==> config.mk <==
export PLATFORM = sky130hd
export DESIGN_NAME = huffman_packing_encoder
export DESIGN_NICKNAME = d
export VERILOG_FILES = /design/src/rtl/huffman_packing_encoder.sv
export SDC_FILE = /design/constraint.sdc
export NUM_CORES = 1
export LEC_CHECK = 0
export BUFFER_PORTS_ARGS = -buffer_cell sky130_fd_sc_hd__buf_2
export CORE_MARGIN = 2
export CORE_UTILIZATION = 43
export CTS_CLUSTER_DIAMETER = 40
export DETAILED_ROUTE_END_ITERATION = 6
export PLACE_DENSITY = 0.68
export SYNTH_ARGS = -nofsm -noshare
export SYNTH_HDL_FRONTEND = slang
export SYNTH_SLANG_ARGS = --single-unit
==> constraint.sdc <==
create_clock -name clk -period 17.85 [get_ports clk]
set_input_delay 3.57 -clock clk [delete_from_list [all_inputs] [get_ports clk]]
set_output_delay 3.57 -clock clk [all_outputs]
set_load 0.05 [all_outputs]
==> src/rtl/huffman_packing_encoder.sv <==
// Huffman packing encoder: maps 4-bit symbols through a programmable code table
// and packs the codes MSB-first into 32-bit output words, with flush of a partial word.
module huffman_packing_encoder #(
  parameter int SYM_W  = 4,
  parameter int CODE_W = 16,
  parameter int WORD_W = 32
) (
  input  logic              clk,
  input  logic              rst,
  input  logic              load,
  input  logic [WORD_W-1:0] in,
  input  logic              flush,
  input  logic              tbl_we,
  input  logic [SYM_W-1:0]  tbl_addr,
  input  logic [CODE_W-1:0] tbl_code,
  input  logic [4:0]        tbl_len,
  output logic              busy,
  output logic [WORD_W-1:0] output_data,
  output logic              output_ready,
  output logic [5:0]        output_bits,
  output logic              err
);

  localparam int NSYM  = WORD_W / SYM_W;
  localparam int NENT  = 2 ** SYM_W;
  localparam int ACC_W = 2 * WORD_W;
  localparam int K_W   = $clog2(NSYM);

  // Handshake: load/flush/tbl_we are single-cycle strobes sampled only while IDLE
  // (busy=0); output_ready is a one-cycle valid with no backpressure.
  typedef enum logic {IDLE, ENC} state_t;

  state_t              state_q, state_d;
  logic [WORD_W-1:0]   in_q, in_d;
  logic [K_W-1:0]      k_q, k_d;
  logic [ACC_W-1:0]    acc_q, acc_d;
  logic [6:0]          cnt_q, cnt_d;
  logic [CODE_W-1:0]   code_q [NENT];
  logic [CODE_W-1:0]   code_d [NENT];
  logic [4:0]          len_q [NENT];
  logic [4:0]          len_d [NENT];
  logic [WORD_W-1:0]   output_data_q, output_data_d;
  logic [5:0]          output_bits_q, output_bits_d;
  logic                output_ready_q, output_ready_d;
  logic                err_q, err_d;

  logic [SYM_W-1:0]    sym;
  logic [CODE_W-1:0]   cur_code;
  logic [4:0]          cur_len;
  logic                len_ok;
  logic [CODE_W-1:0]   code_mask;
  logic [ACC_W-1:0]    app;
  logic [ACC_W-1:0]    acc_next;
  logic [6:0]          sum;

  always_comb begin
    state_d        = state_q;
    in_d           = in_q;
    k_d            = k_q;
    acc_d          = acc_q;
    cnt_d          = cnt_q;
    code_d         = code_q;
    len_d          = len_q;
    output_data_d  = output_data_q;
    output_bits_d  = output_bits_q;
    output_ready_d = 1'b0;
    err_d          = err_q;

    sym       = in_q[WORD_W-1 -: SYM_W];
    cur_code  = code_q[sym];
    cur_len   = len_q[sym];
    len_ok    = (cur_len != 5'd0) && (cur_len <= 5'(CODE_W));
    code_mask = '1;
    code_mask = code_mask >> (5'(CODE_W) - cur_len);
    // Left-align the masked code so its MSB lands just below the cnt valid bits.
    app       = {{(ACC_W-CODE_W){1'b0}}, cur_code & code_mask}
                << (7'(ACC_W) - cnt_q - {2'b00, cur_len});
    acc_next  = acc_q | app;
    sum       = cnt_q + {2'b00, cur_len};

    case (state_q)
      IDLE: begin
        if (load) begin
          in_d    = in;
          k_d     = '0;
          state_d = ENC;
        end else if (flush && (cnt_q != 7'd0)) begin
          output_data_d  = acc_q[ACC_W-1 -: WORD_W];
          output_bits_d  = cnt_q[5:0];
          output_ready_d = 1'b1;
          cnt_d          = 7'd0;
          acc_d          = '0;
        end
        if (tbl_we) begin
          code_d[tbl_addr] = tbl_code;
          len_d[tbl_addr]  = tbl_len;
        end
      end
      ENC: begin
        in_d = in_q << SYM_W;
        k_d  = k_q + K_W'(1);
        if (len_ok) begin
          if (sum >= 7'(WORD_W)) begin
            output_data_d  = acc_next[ACC_W-1 -: WORD_W];
            output_bits_d  = 6'(WORD_W);
            output_ready_d = 1'b1;
            acc_d          = acc_next << WORD_W;
            cnt_d          = sum - 7'(WORD_W);
          end else begin
            acc_d = acc_next;
            cnt_d = sum;
          end
        end else begin
          err_d = 1'b1;
        end
        if (k_q == K_W'(NSYM-1)) begin
          state_d = IDLE;
        end
      end
      default: state_d = IDLE;
    endcase
  end

  always_ff @(posedge clk or posedge rst) begin
    if (rst) begin
      state_q        <= IDLE;
      in_q           <= '0;
      k_q            <= '0;
      acc_q          <= '0;
      cnt_q          <= 7'd0;
      output_data_q  <= '0;
      output_bits_q  <= 6'd0;
      output_ready_q <= 1'b0;
      err_q          <= 1'b0;
      for (int i = 0; i < NENT; i++) begin
        code_q[i] <= '0;
        len_q[i]  <= 5'd0;
      end
    end else begin
      state_q        <= state_d;
      in_q           <= in_d;
      k_q            <= k_d;
      acc_q          <= acc_d;
      cnt_q          <= cnt_d;
      output_data_q  <= output_data_d;
      output_bits_q  <= output_bits_d;
      output_ready_q <= output_ready_d;
      err_q          <= err_d;
      for (int i = 0; i < NENT; i++) begin
        code_q[i] <= code_d[i];
        len_q[i]  <= len_d[i];
      end
    end
  end

  assign busy         = (state_q == ENC);
  assign output_data  = output_data_q;
  assign output_bits  = output_bits_q;
  assign output_ready = output_ready_q;
  assign err          = err_q;

endmodule

Word-level counts from Yosys, hierarchy flattened

Cells that the tools add are included.

Add/subtract/negate cells: 6
Magnitude comparators: 5
Eq/ne operators: 6
Shift operators: 2
Mux-type cells: 44
Bitwise logic cells: 6
Reductions and logical operators: 9

Operators by type and width:

| kind                    | count |
|---|---|
| $bwmux W256             | 1 |
| $mux W64                | 4 |
| $mux W32                | 5 |
| $pmux W32 S2            | 2 |
| $pmux W64 S2            | 1 |
| $bwmux W80              | 1 |
| $bmux W16 S4            | 1 |
| $demux W16 S4           | 1 |
| $or A64 B64 Y64         | 1 |
| $shl A16 B7 Y64         | 1 |
| $mux W16                | 3 |
| $mux W7                 | 4 |
| $mux W6                 | 4 |
| $bmux W5 S4             | 1 |
| $demux W5 S4            | 1 |
| $and A16 B16 Y16        | 1 |
| $shr A16 B5 Y16 const A | 1 |
| $mux W5                 | 3 |
| $pmux W7 S2             | 1 |
| $pmux W6 S2             | 1 |
| $ge A5 B5 Y1 const B    | 2 |
| $not A4 Y5              | 2 |
| $add A7 B5 Y7           | 1 |
| $ge A7 B6 Y1 const B    | 1 |
| other kinds (21)        | 34 |

Flip-flop bits (word level): 483
Input bits: 62
Output and inout bits: 41
Word-level logic and storage cells: 119

Depth between registers and ports, before layout

Gate-level depths: netlist of the first run.

Depth after elaboration: 12
Mapped depth: 24
Depth with buffers taken out: 20

Least setup slack after synthesis of the first run

No wires, ideal clock.

Kind: input to register
Start: input load
End: register acc_q[49]
Arrival time: 5.154 ns
Slack: 12.577 ns
Stages: 8
Cells stage by stage: clkbuf_1 -> nor2_1 -> nand3_1 -> inv_1 -> nor2_1 -> a2111oi_0 -> a22oi_1 -> o21a_1

Word-level cells in the longest chain between the ends: 2

Ends and longest elaborated chain:

| what                        | line | RTL |
|---|---|---|
| from (decl)                 | 10   | `input logic load,` |
| $ne A2 B2 Y1 (no line)      | n/a  |  |
| $reduce_and A3 Y1 (no line) | n/a  |  |
| to (signal assigned)        | 129  | `acc_q <= '0;` |
| to (signal assigned)        | 143  | `acc_q <= acc_d;` |
| to (decl)                   | 36   | `logic [ACC_W-1:0] acc_q, acc_d;` |

Every way passes these cells.
A chain may end at the register's enable or synchronous reset.

Final worst setup path of the first run

Start: register in_q[30]
End: register acc_q[51]

Word-level cells in the longest chain between the ends: 12

Ends and longest elaborated chain:

| what                                        | line   | RTL |
|---|---|---|
| from (decl)                                 | 34     | `logic [WORD_W-1:0] in_q, in_d;` |
| from (signal assigned)                      | 141    | `in_q <= in_d;` |
| $not A4 Y5 (implied by the code) *          | 70, 71 |  |
| $bmux W5 S4                                 | 71     | `cur_len = len_q[sym];` |
| $mux W5 (implied by the code) (2 in series) | 71     |  |
| $sub A5 B5 Y5                               | 74     | `code_mask = code_mask >> (5'(CODE_W) - cur_len);` |
| $shr A16 B5 Y16                             | 74     |  |
| $and A16 B16 Y16                            | 76     | `app = {{(ACC_W-CODE_W){1'b0}}, cur_code & code_mask}` |
| $shl A16 B7 Y64                             | 76     |  |
| $or A64 B64 Y64                             | 78     | `acc_next = acc_q \| app;` |
| $mux W64                                    | 103    | `if (sum >= 7'(WORD_W)) begin` |
| $mux W64                                    | 102    | `if (len_ok) begin` |
| $pmux W64 S2                                | 81     | `case (state_q)` |

Every way passes the cells marked *; elsewhere a longest branch is shown, timed or not. The select of a mux whose other input is x is not followed.

==> flow_summary_export.csv, run 1 <==
group,metric,value,unit
yosys,ys_ff_latch,483,
layout,layout_commonest_cell,"dfrtp_1",
worst_setup_path,required,18.34,ns
clocking,postCtsResizedCells,0,
timing,setup_violations,0,
die,die_h,244.0,µm
drt,drtPass1Iterations,7,
global_route,grt_overflow_total,0,
global_route,grt_use_total,23.29,%
yosys,synth_top_area_share,48.79,%
yosys,syn_nets,2185,
yosys,seq_area_frac_synth,48.79,%
outcome,violations,"design-rule violations",
die,coreArea,56710,µm²
worst_setup_path,cp-start-kind,"register",
yosys,syn_inst,2100,
clocking,ctsLongestPathBuffers,3,
timing,worst_slew_pin_slew,1.212,ns
global_route,grt_pass1_vias,18590,
yosys,synth_area_leaders,"dfrtp_1, mux2_2, mux4_2",
layout,layout_common_cells,"dfrtp_1, mux2_2, nand2_1",
yosys,yosys_warnings,0,
timing,hold_viol_final,0,
yosys,synth_edf_count,0,
layout,layout.nets,2246,
timing,rsz0062_at_grt,"no",
die,num_rows,87,
drt,drc_errors,21,
yosys,synth_area,24770,µm²
layout,synthToLayoutAreaGrowth,15.22,%
worst_setup_path,critPathCaptureType,"register",
drt,via_per_inst,6.042,
global_route,grt_pass1_wl,109000,µm
layout,fin_area,28540,µm²
job,drv_cap,0,
timing,finClkSkew,0.02955,ns
yosys,post-synth-top-area-cell,"dfrtp_1",
clocking,cts_setup_buffers,0,
die,dieWidth,244.0,µm
worst_setup_path,critPathMaxFanout,36,
timing,drv_slew,0,
clocking,clockRootBuffer,"clkbuf_16",
yosys,dominantRegCellSynth,"dfrtp_1",
drt,wirelength,68860,µm
timing,setup_tns,0,ns
yosys,async_flop_share,100.0,%
place,numPortBuffers,102,
timing,fin_crit,6.916,ns
yosys,yosysUniqueCellTypes,85,
outcome,outcome,"finished with violations",
yosys,post_synth.cell_area_avg,11.80,µm²
timing,fmax,144.6,MHz
clocking,cts_tree,"done",
worst_setup_path,critical_path_class,"reg2reg",
worst_setup_path,rrSetupSlack,10.93,ns
layout,layout-drive-gt1-share,33.23,%
drt,wl_per_cell,23.11,µm
place,hpwl,44250,µm
clocking,cts.sinks,483,
global_route,grt_max_degree,185,
worst_hold_path,holdCritPathClass,"reg2reg",
clocking,numCtsBuffers,74,
worst_setup_path,cp.arrival,7.41,ns
clocking,cts.clk_slew.worst_paths,0.06,ns
global_route,antenna_found_initial,3,
clocking,htree_levels,3,
drt,drt_iter0_markers,1612,
timing,fin_crit_sh,38.75,%
timing,slew-limit-headroom,18.82,%
place,post_dp_cell_area,25920,µm²
layout,n_fill_cell,4892,
drt,ant_nets,0,
clocking,cts.hold.buffers_added,0,
clocking,clkLatencyLatePin,0.63,ns
die,dieArea,59550,µm²
drt,via_count,18000,
place,gp_congestion,0.9469,
die,num_io_pins,103,
die,start_util,43.68,%
## sequential cells by signal (all words and copies together) (netlist names)
register,cells
err,1
output_bits,6
cnt_q,7
code_q,256
output_ready,1
busy,1
acc_q,64
k_q,3
in_q,32
len_q,80
output_data,32
## synth_stat cells (all sizes together), types with 21 or more instances
library cell and count:
nor2 140, o31ai 21, mux2 349, dfrtp 483
inv 32, mux2i 87, buf 51, a22oi 25
mux4 73, o21ai 109, nand3 35, clkbuf 103
nor3 30, nand2 158, a21oi 78, o22ai 28
## layout make-up
cell class	count	area [µm²]	area share (%)
diodes	3	7.507	0.02630
clock inverters	49	590.6	2.069
well taps	756	945.9	3.314
inverters	33	133.9	0.4690
clock buffers	87	2022	7.083
repair buffers	139	800.8	2.805
multi-input cells	1430	11950	41.85
flip-flops and latches	483	12100	42.38
## critical path: stages, from the launching register on
cell,delay [ns]
dfrtp_2,0.34
buf_4,0.43
mux4_2,0.57
nand2_1,0.06
and4_1,0.49
inv_1,0.27
ha_1,0.36
inv_1,0.04
ha_1,0.80
clkinv_1,0.71
mux4_2,0.64
a211oi_1,0.61
or2_2,0.23
a31oi_1,0.10
o22ai_1,0.47
a221oi_1,0.20
a221oi_1,0.41
## stage by stage
stage               hold slack [ns]  instances  setup WS [ns]  util, %
finish                       0.4587       2980          10.93    50.33
global route                 0.4750       2977          10.61    50.32
CTS                          0.4598       2977          11.12    50.32
detailed placement           0.4457       2841          10.78    45.71
global placement             0.4414       2841          10.88    45.71
floorplan                    0.4442       2100         0.8024        -
## worst paths after layout
kind / start / end / cells past startpoint
setup / recovery: in_q[30] / acc_q[51] / 16
hold / removal: err / err / 1
min in group asynchronous: rst / output_data[3] / 2
hold reg to reg: err / err / 1
setup reg to reg: in_q[30] / acc_q[51] / 16
max in group asynchronous: rst / len_q[1] / 4
## logic make-up (layout without fill, tap and decap cells)
kind of cell	Yosys count	in the layout	share of synthesized area [%]
buf+inv	187	308	3.207
simple gates	446	446	8.071
other cells	0	3	0
xor+xnor	17	17	0.6768
compound gates	435	435	11.94
flops	483	483	48.79
fa+ha+maj	23	23	1.253
mux	509	509	26.07
## per-layer routing
layer	up-vias	GRT usage [%]	routed length, µm
li1	7973	-	-
met1	9233	30.99	29370
met2	634	38.47	33600
met3	164	4.181	3782
met4	0	7.909	2106
met5	-	0	0
Power of run 1 is not shown: default switching activity piles up to over one toggle a cycle in this logic, so the estimate is an artifact.
==> inputs of run 2 (changes only) <==
--- a/config.mk
+++ b/config.mk
@@ -10,7 +10,7 @@
 export CORE_UTILIZATION = 43
 export CTS_CLUSTER_DIAMETER = 40
 export DETAILED_ROUTE_END_ITERATION = 6
-export PLACE_DENSITY = 0.68
+export PLACE_DENSITY = 0.66
 export SYNTH_ARGS = -nofsm -noshare
 export SYNTH_HDL_FRONTEND = slang
 export SYNTH_SLANG_ARGS = --single-unit
==> constraint.sdc (replaced) <==
create_clock -name clk -period 7 [get_ports clk]
set_input_delay 1.4 -clock clk [delete_from_list [all_inputs] [get_ports clk]]
set_output_delay 1.4 -clock clk [all_outputs]
set_load 0.05 [all_outputs]
==> run 2 against run 1 <==
The run now ends clean. Clock-buffer cell count rose by 4. Non-clock buffer count is 19 higher. Critical path depth up 3. Core utilization grew 0.85 points. Sequential share of layout area is 0.70 points lower. Critical path type unchanged. Hold slack improved by 0.014 ns. Via count grew 0.13%. Design area rose by 1.7%. Wire length up 3.6%. Die area stayed put. Critical endpoint is now acc_q[37]. Largest cell class unchanged. Register-to-register slack got worse by 10 ns. Clock skew is 0.018 ns higher.
==> flow_summary_export.csv, run 2 (same netlist as run 1, synthesis figures left out) <==
group,metric,value,unit
die,num_io_pins,103,
worst_setup_path,critPathMaxFanout,36,
drt,wirelength,71300,µm
timing,drv_slew,0,
clocking,cts.clk_slew.worst_paths,0.05,ns
clocking,numCtsBuffers,79,
worst_setup_path,cp-start-kind,"register",
place,hpwl,46580,µm
global_route,grt_overflow_total,0,
drt,via_per_inst,5.987,
worst_setup_path,cp.arrival,6.61,ns
timing,slew-limit-headroom,32.46,%
drt,via_count,18030,
clocking,cts.hold.buffers_added,0,
layout,layout-drive-gt1-share,34.06,%
place,gp_congestion,0.9374,
timing,rsz0062_at_grt,"no",
timing,setup_tns,0,ns
timing,hold_viol_final,0,
die,start_util,43.68,%
worst_hold_path,holdCritPathClass,"reg2reg",
outcome,outcome,"finished, final reports clean",
worst_setup_path,critPathCaptureType,"register",
timing,worst_slew_pin_slew,1.013,ns
clocking,htree_levels,3,
global_route,grt_use_total,24.04,%
timing,fin_crit,6.062,ns
layout,synthToLayoutAreaGrowth,17.17,%
timing,fin_crit_sh,86.59,%
clocking,cts.sinks,483,
timing,setup_violations,0,
drt,drc_errors,0,
drt,ant_nets,0,
layout,layout.nets,2270,
layout,top_regs,"code_q (256), len_q (80), acc_q (64)",
clocking,clockRootBuffer,"clkbuf_16",
global_route,antenna_found_initial,4,
place,post_dp_cell_area,26090,µm²
job,drv_cap,0,
die,dieWidth,244.0,µm
place,numPortBuffers,102,
drt,drt_iter0_markers,1288,
clocking,postCtsResizedCells,0,
drt,drtPass1Iterations,5,
clocking,clkLatencyLatePin,0.64,ns
clocking,cts_tree,"done",
global_route,grt_pass1_vias,18640,
layout,layout_common_cells,"dfrtp_1, mux2_2, nand2_1",
layout,n_fill_cell,4817,
worst_setup_path,critical_path_class,"reg2reg",
die,dieArea,59550,µm²
drt,wl_per_cell,23.68,µm
timing,whs,0.4730,ns
layout,fin_area,29030,µm²
die,num_rows,87,
die,coreArea,56710,µm²
timing,finClkSkew,0.04748,ns
layout,largest_register_ffs,256,
global_route,grt_max_degree,140,
worst_setup_path,required,7.55,ns
layout,layout_commonest_cell,"dfrtp_1",
global_route,grt_pass1_wl,111000,µm
clocking,cts_setup_buffers,0,
die,die_h,244.0,µm
layout,regMostFlops,"code_q",
timing,fmax,165.0,MHz
clocking,ctsLongestPathBuffers,3,
==> run 2: cell types whose count changed in the layout (fill, tap and decap cells not counted), moves of 2 or more <==
cell	previous run	this run
buf_4	36	53
bufinv_16	7	13
clkbuf_16	75	79
clkinv_16	1	5
clkbuf_1	2	5
clkbuf_8	10	7
clkinvlp_4	8	11
inv_16	3	0
inv_8	3	0
buf_12	1	3
clkinv_4	3	5
==> run 2: worst paths after layout <==
check | start | to | slack, ns | depth (start not counted)
max | in_q[30] | acc_q[37] | 0.94 | 19
min | in_q[16] | in_q[20] | 0.47 | 2
max reg2reg | in_q[30] | acc_q[37] | 0.94 | 19
min reg2reg | in_q[16] | in_q[20] | 0.47 | 2
max in group asynchronous | rst | len_q[25] | 4.46 | 4
min in group asynchronous | rst | code_q[254] | 0.89 | 2
==> run 2: per-layer routing <==
metal | GRT usage (%) | vias to the layer above | routed length, µm
met5 | 0 | - | 7
met3 | 4.313 | 179 | 4087
met1 | 31.57 | 9214 | 30090
met2 | 38.70 | 612 | 34140
met4 | 11.41 | 2 | 2977
li1 | - | 8020 | -
==> run 2: through the flow <==
| stage | util (%) | worst slack (ns) | std cells |
|---|---|---|---|
| after floorplan | - | -0.9467 | 2100 |
| after global placement | 46.01 | 1.119 | 2860 |
| after detailed placement | 46.01 | 1.009 | 2860 |
| after CTS | 51.17 | 0.9997 | 3008 |
| after global routing | 51.18 | 0.5520 | 3011 |
| final | 51.18 | 0.9384 | 3011 |
==> run 2: worst max-delay path, cell delays in order, from the launching register on <==
cell and delay (ns):
dfrtp_2 1.03, mux4_2 0.60, nand2_1 0.07, and4_1 0.21, buf_4 0.17, inv_1 0.15, ha_1 0.26, inv_1 0.10
fa_1 0.42, a21o_1 0.19, a21oi_1 0.41, o21a_1 0.20, a311oi_1 0.07, buf_4 0.19, nor2_1 0.41, nand2_1 0.45
nor2_1 0.49, a21oi_1 0.15, a22o_1 0.26, a31oi_1 0.13
==> run 2: layout make-up <==
| type | instances | area [µm²] | share of cell area (%) |
|---|---|---|---|
| Multi-Input combinational cell | 1430 | 11950 | 41.17 |
| Clock buffer | 91 | 2092 | 7.207 |
| Antenna cell | 3 | 7.507 | 0.02586 |
| Inverter | 33 | 130.1 | 0.4483 |
| Sequential cell | 483 | 12100 | 41.68 |
| Clock inverter | 57 | 835.8 | 2.879 |
| Tap cell | 756 | 945.9 | 3.259 |
| Timing Repair Buffer | 158 | 968.4 | 3.336 |
Power of run 2 is left out for the same reason.
==> inputs of run 3 (changes only) <==
--- a/config.mk
+++ b/config.mk
@@ -5,6 +5,7 @@
 export SDC_FILE = /design/constraint.sdc
 export NUM_CORES = 1
 export LEC_CHECK = 0
+export ABC_AREA = 1
 export BUFFER_PORTS_ARGS = -buffer_cell sky130_fd_sc_hd__buf_2
 export CORE_MARGIN = 2
 export CORE_UTILIZATION = 43
==> run 3 against run 2 <==
Non-clock buffer count is 15 lower. Area after synthesis is 1.8% lower. Global-route usage is 0.53 points higher. Register-to-register slack better by 0.66 ns. Final cell count is 32% higher. Highest routed layer is now met4.
==> flow_summary_export.csv, run 3 <==
group,metric,value,unit
die,start_util,43.33,%
drt,drc_errors,0,
layout,synthToLayoutAreaGrowth,15.19,%
worst_setup_path,critPathMaxFanout,57,
worst_setup_path,critical_path_class,"reg2reg",
timing,fin_crit,5.406,ns
worst_setup_path,required,7.55,ns
die,coreArea,56170,µm²
global_route,grt_pass1_vias,20720,
layout,layout_commonest_cell,"nand2_1",
yosys,synth_area,24340,µm²
clocking,clockRootBuffer,"clkbuf_16",
clocking,postCtsResizedCells,0,
layout,antenna_cells,0,
timing,finClkSkew,0.02997,ns
clocking,cts_tree,"done",
timing,fin_crit_sh,77.22,%
yosys,synth_common_cells,"nand2_1, o21ai_0, dfrtp_1",
clocking,htree_levels,3,
global_route,grt_overflow_total,0,
timing,setup_violations,0,
yosys,synth_area_leaders,"dfrtp_1, nand2_1, o21ai_0",
layout,layout_common_cells,"nand2_1, o21ai_0, dfrtp_1",
yosys,async_flop_share,100.0,%
drt,ant_nets,0,
clocking,numCtsBuffers,82,
global_route,antenna_found_initial,0,
layout,instances_no_fill,3969,
die,num_io_pins,103,
timing,drv_slew,0,
place,dp_cells,3819,
clocking,cts.clk_slew.worst_paths,0.05,ns
layout,layout-drive-gt1-share,10.74,%
worst_setup_path,cp-start-kind,"register",
yosys,ys_ff_latch,483,
drt,wl_per_cell,17.93,µm
yosys,yosysMostFrequentCell,"nand2_1",
clocking,cts_setup_buffers,0,
clocking,ctsLongestPathBuffers,3,
die,die_h,241.9,µm
clocking,cts.sinks,483,
yosys,post_synth.cell_area_avg,7.744,µm²
timing,hold_viol_final,0,
outcome,outcome,"finished, final reports clean",
layout,regMostFlops,"code_q",
clocking,cts.hold.buffers_added,0,
worst_setup_path,critPathCaptureType,"register",
layout,layout.nets,3232,
timing,rsz0062_at_grt,"no",
drt,drt_iter0_markers,2131,
yosys,synth_edf_count,0,
die,dieArea,58520,µm²
yosys,seq_area_frac_synth,49.66,%
yosys,synth_top_area_share,49.66,%
yosys,syn_inst,3143,
drt,via_per_inst,5.446,
layout,top_regs,"code_q (256), len_q (80), acc_q (64)",
die,num_rows,87,
clocking,clkLatencyLatePin,0.63,ns
timing,fmax,185.0,MHz
drt,drtPass1Iterations,5,
global_route,grt_max_degree,193,
timing,worst_slew_pin_slew,1.107,ns
yosys,post-synth-top-area-cell,"dfrtp_1",
worst_setup_path,cp.arrival,5.96,ns
yosys,syn_nets,3228,
place,numPortBuffers,102,
yosys,yosysUniqueCellTypes,45,
yosys,dominantRegCellSynth,"dfrtp_1",
die,dieWidth,241.9,µm
yosys,yosys_warnings,0,
worst_hold_path,holdCritPathClass,"reg2reg",
place,gp_congestion,0.9518,
drt,wirelength,71170,µm
timing,fin_ws,1.594,ns
global_route,grt_use_total,24.57,%
drt,via_count,21620,
layout,largest_register_ffs,256,
job,drv_cap,0,
place,hpwl,41430,µm
place,dpl_worst_slack,1.623,ns
timing,slew-limit-headroom,25.93,%
global_route,grt_pass1_wl,115300,µm
## run 3: kinds of logic after synthesis
group	after synthesis	share of synthesized area [%]
flops	483	49.66
fa+ha+maj	23	1.275
buf+inv	382	6.631
xor+xnor	10	0.3599
compound gates	674	15.16
simple gates	1571	26.91
## run 3: cell type report
class / count / area, µm²
flip-flops and latches: 483 / 12090
clock buffers: 99 / 2248
fillers: 5569 / 28130
well taps: 756 / 945.9
multi-input cells: 2278 / 10670
repair buffers: 143 / 855.8
clock inverters: 51 / 609.3
inverters: 159 / 608.1
## run 3: metrics by stage
step / hold slack (ns) / area (µm²) / TNS (ns) / utilization [%]
5_1_grt: 0.4882 / 28040 / 0 / 49.91
2_1_floorplan: 0.4455 / 24340 / -457.25 / -
3_5_place_dp: 0.4595 / 25180 / 0 / 44.83
6_report: 0.4631 / 28040 / 0 / 49.91
4_1_cts: 0.4719 / 28040 / 0 / 49.91
3_3_place_gp: 0.4600 / 25180 / 0 / 44.83
## run 3: worst max-delay path, cell delays in order (launching register included)
cell and delay, ns:
dfrtp_4 0.62, inv_4 0.49, buf_4 0.55, nand2_1 0.10
nand2_1 0.07, nand2_1 0.06, nand3_1 0.13, nand3_1 0.08
nand2_2 0.15, inv_2 0.07, ha_1 0.29, ha_1 0.32
a21oi_1 0.12, o21ai_0 0.13, xnor2_1 0.25, clkinv_1 0.28
nor2_2 0.16, buf_4 0.33, inv_1 0.17, nor2_1 0.47
nand2_1 0.12, o31ai_1 0.11, nand2_1 0.09, a21oi_1 0.15
## run 3: path summary, 6_finish.rpt
check                                from             end  slack, ns  cells after the start
max                              in_q[28]  output_data[4]       1.59                     23
min                        output_bits[1]  output_bits[1]       0.46                      2
max reg2reg                      in_q[28]  output_data[4]       1.59                     23
min reg2reg                output_bits[1]  output_bits[1]       0.46                      2
max in group asynchronous             rst        in_q[29]       4.59                      3
min in group asynchronous             rst        acc_q[8]       0.90                      2
## run 3: metal layers
metal	track usage (%)	routed length, µm
met3	3.700	4582
met2	38.35	32040
met4	8.896	2117
met1	34.86	32440
met5	0	0
Power of run 3 is left out for the same reason.
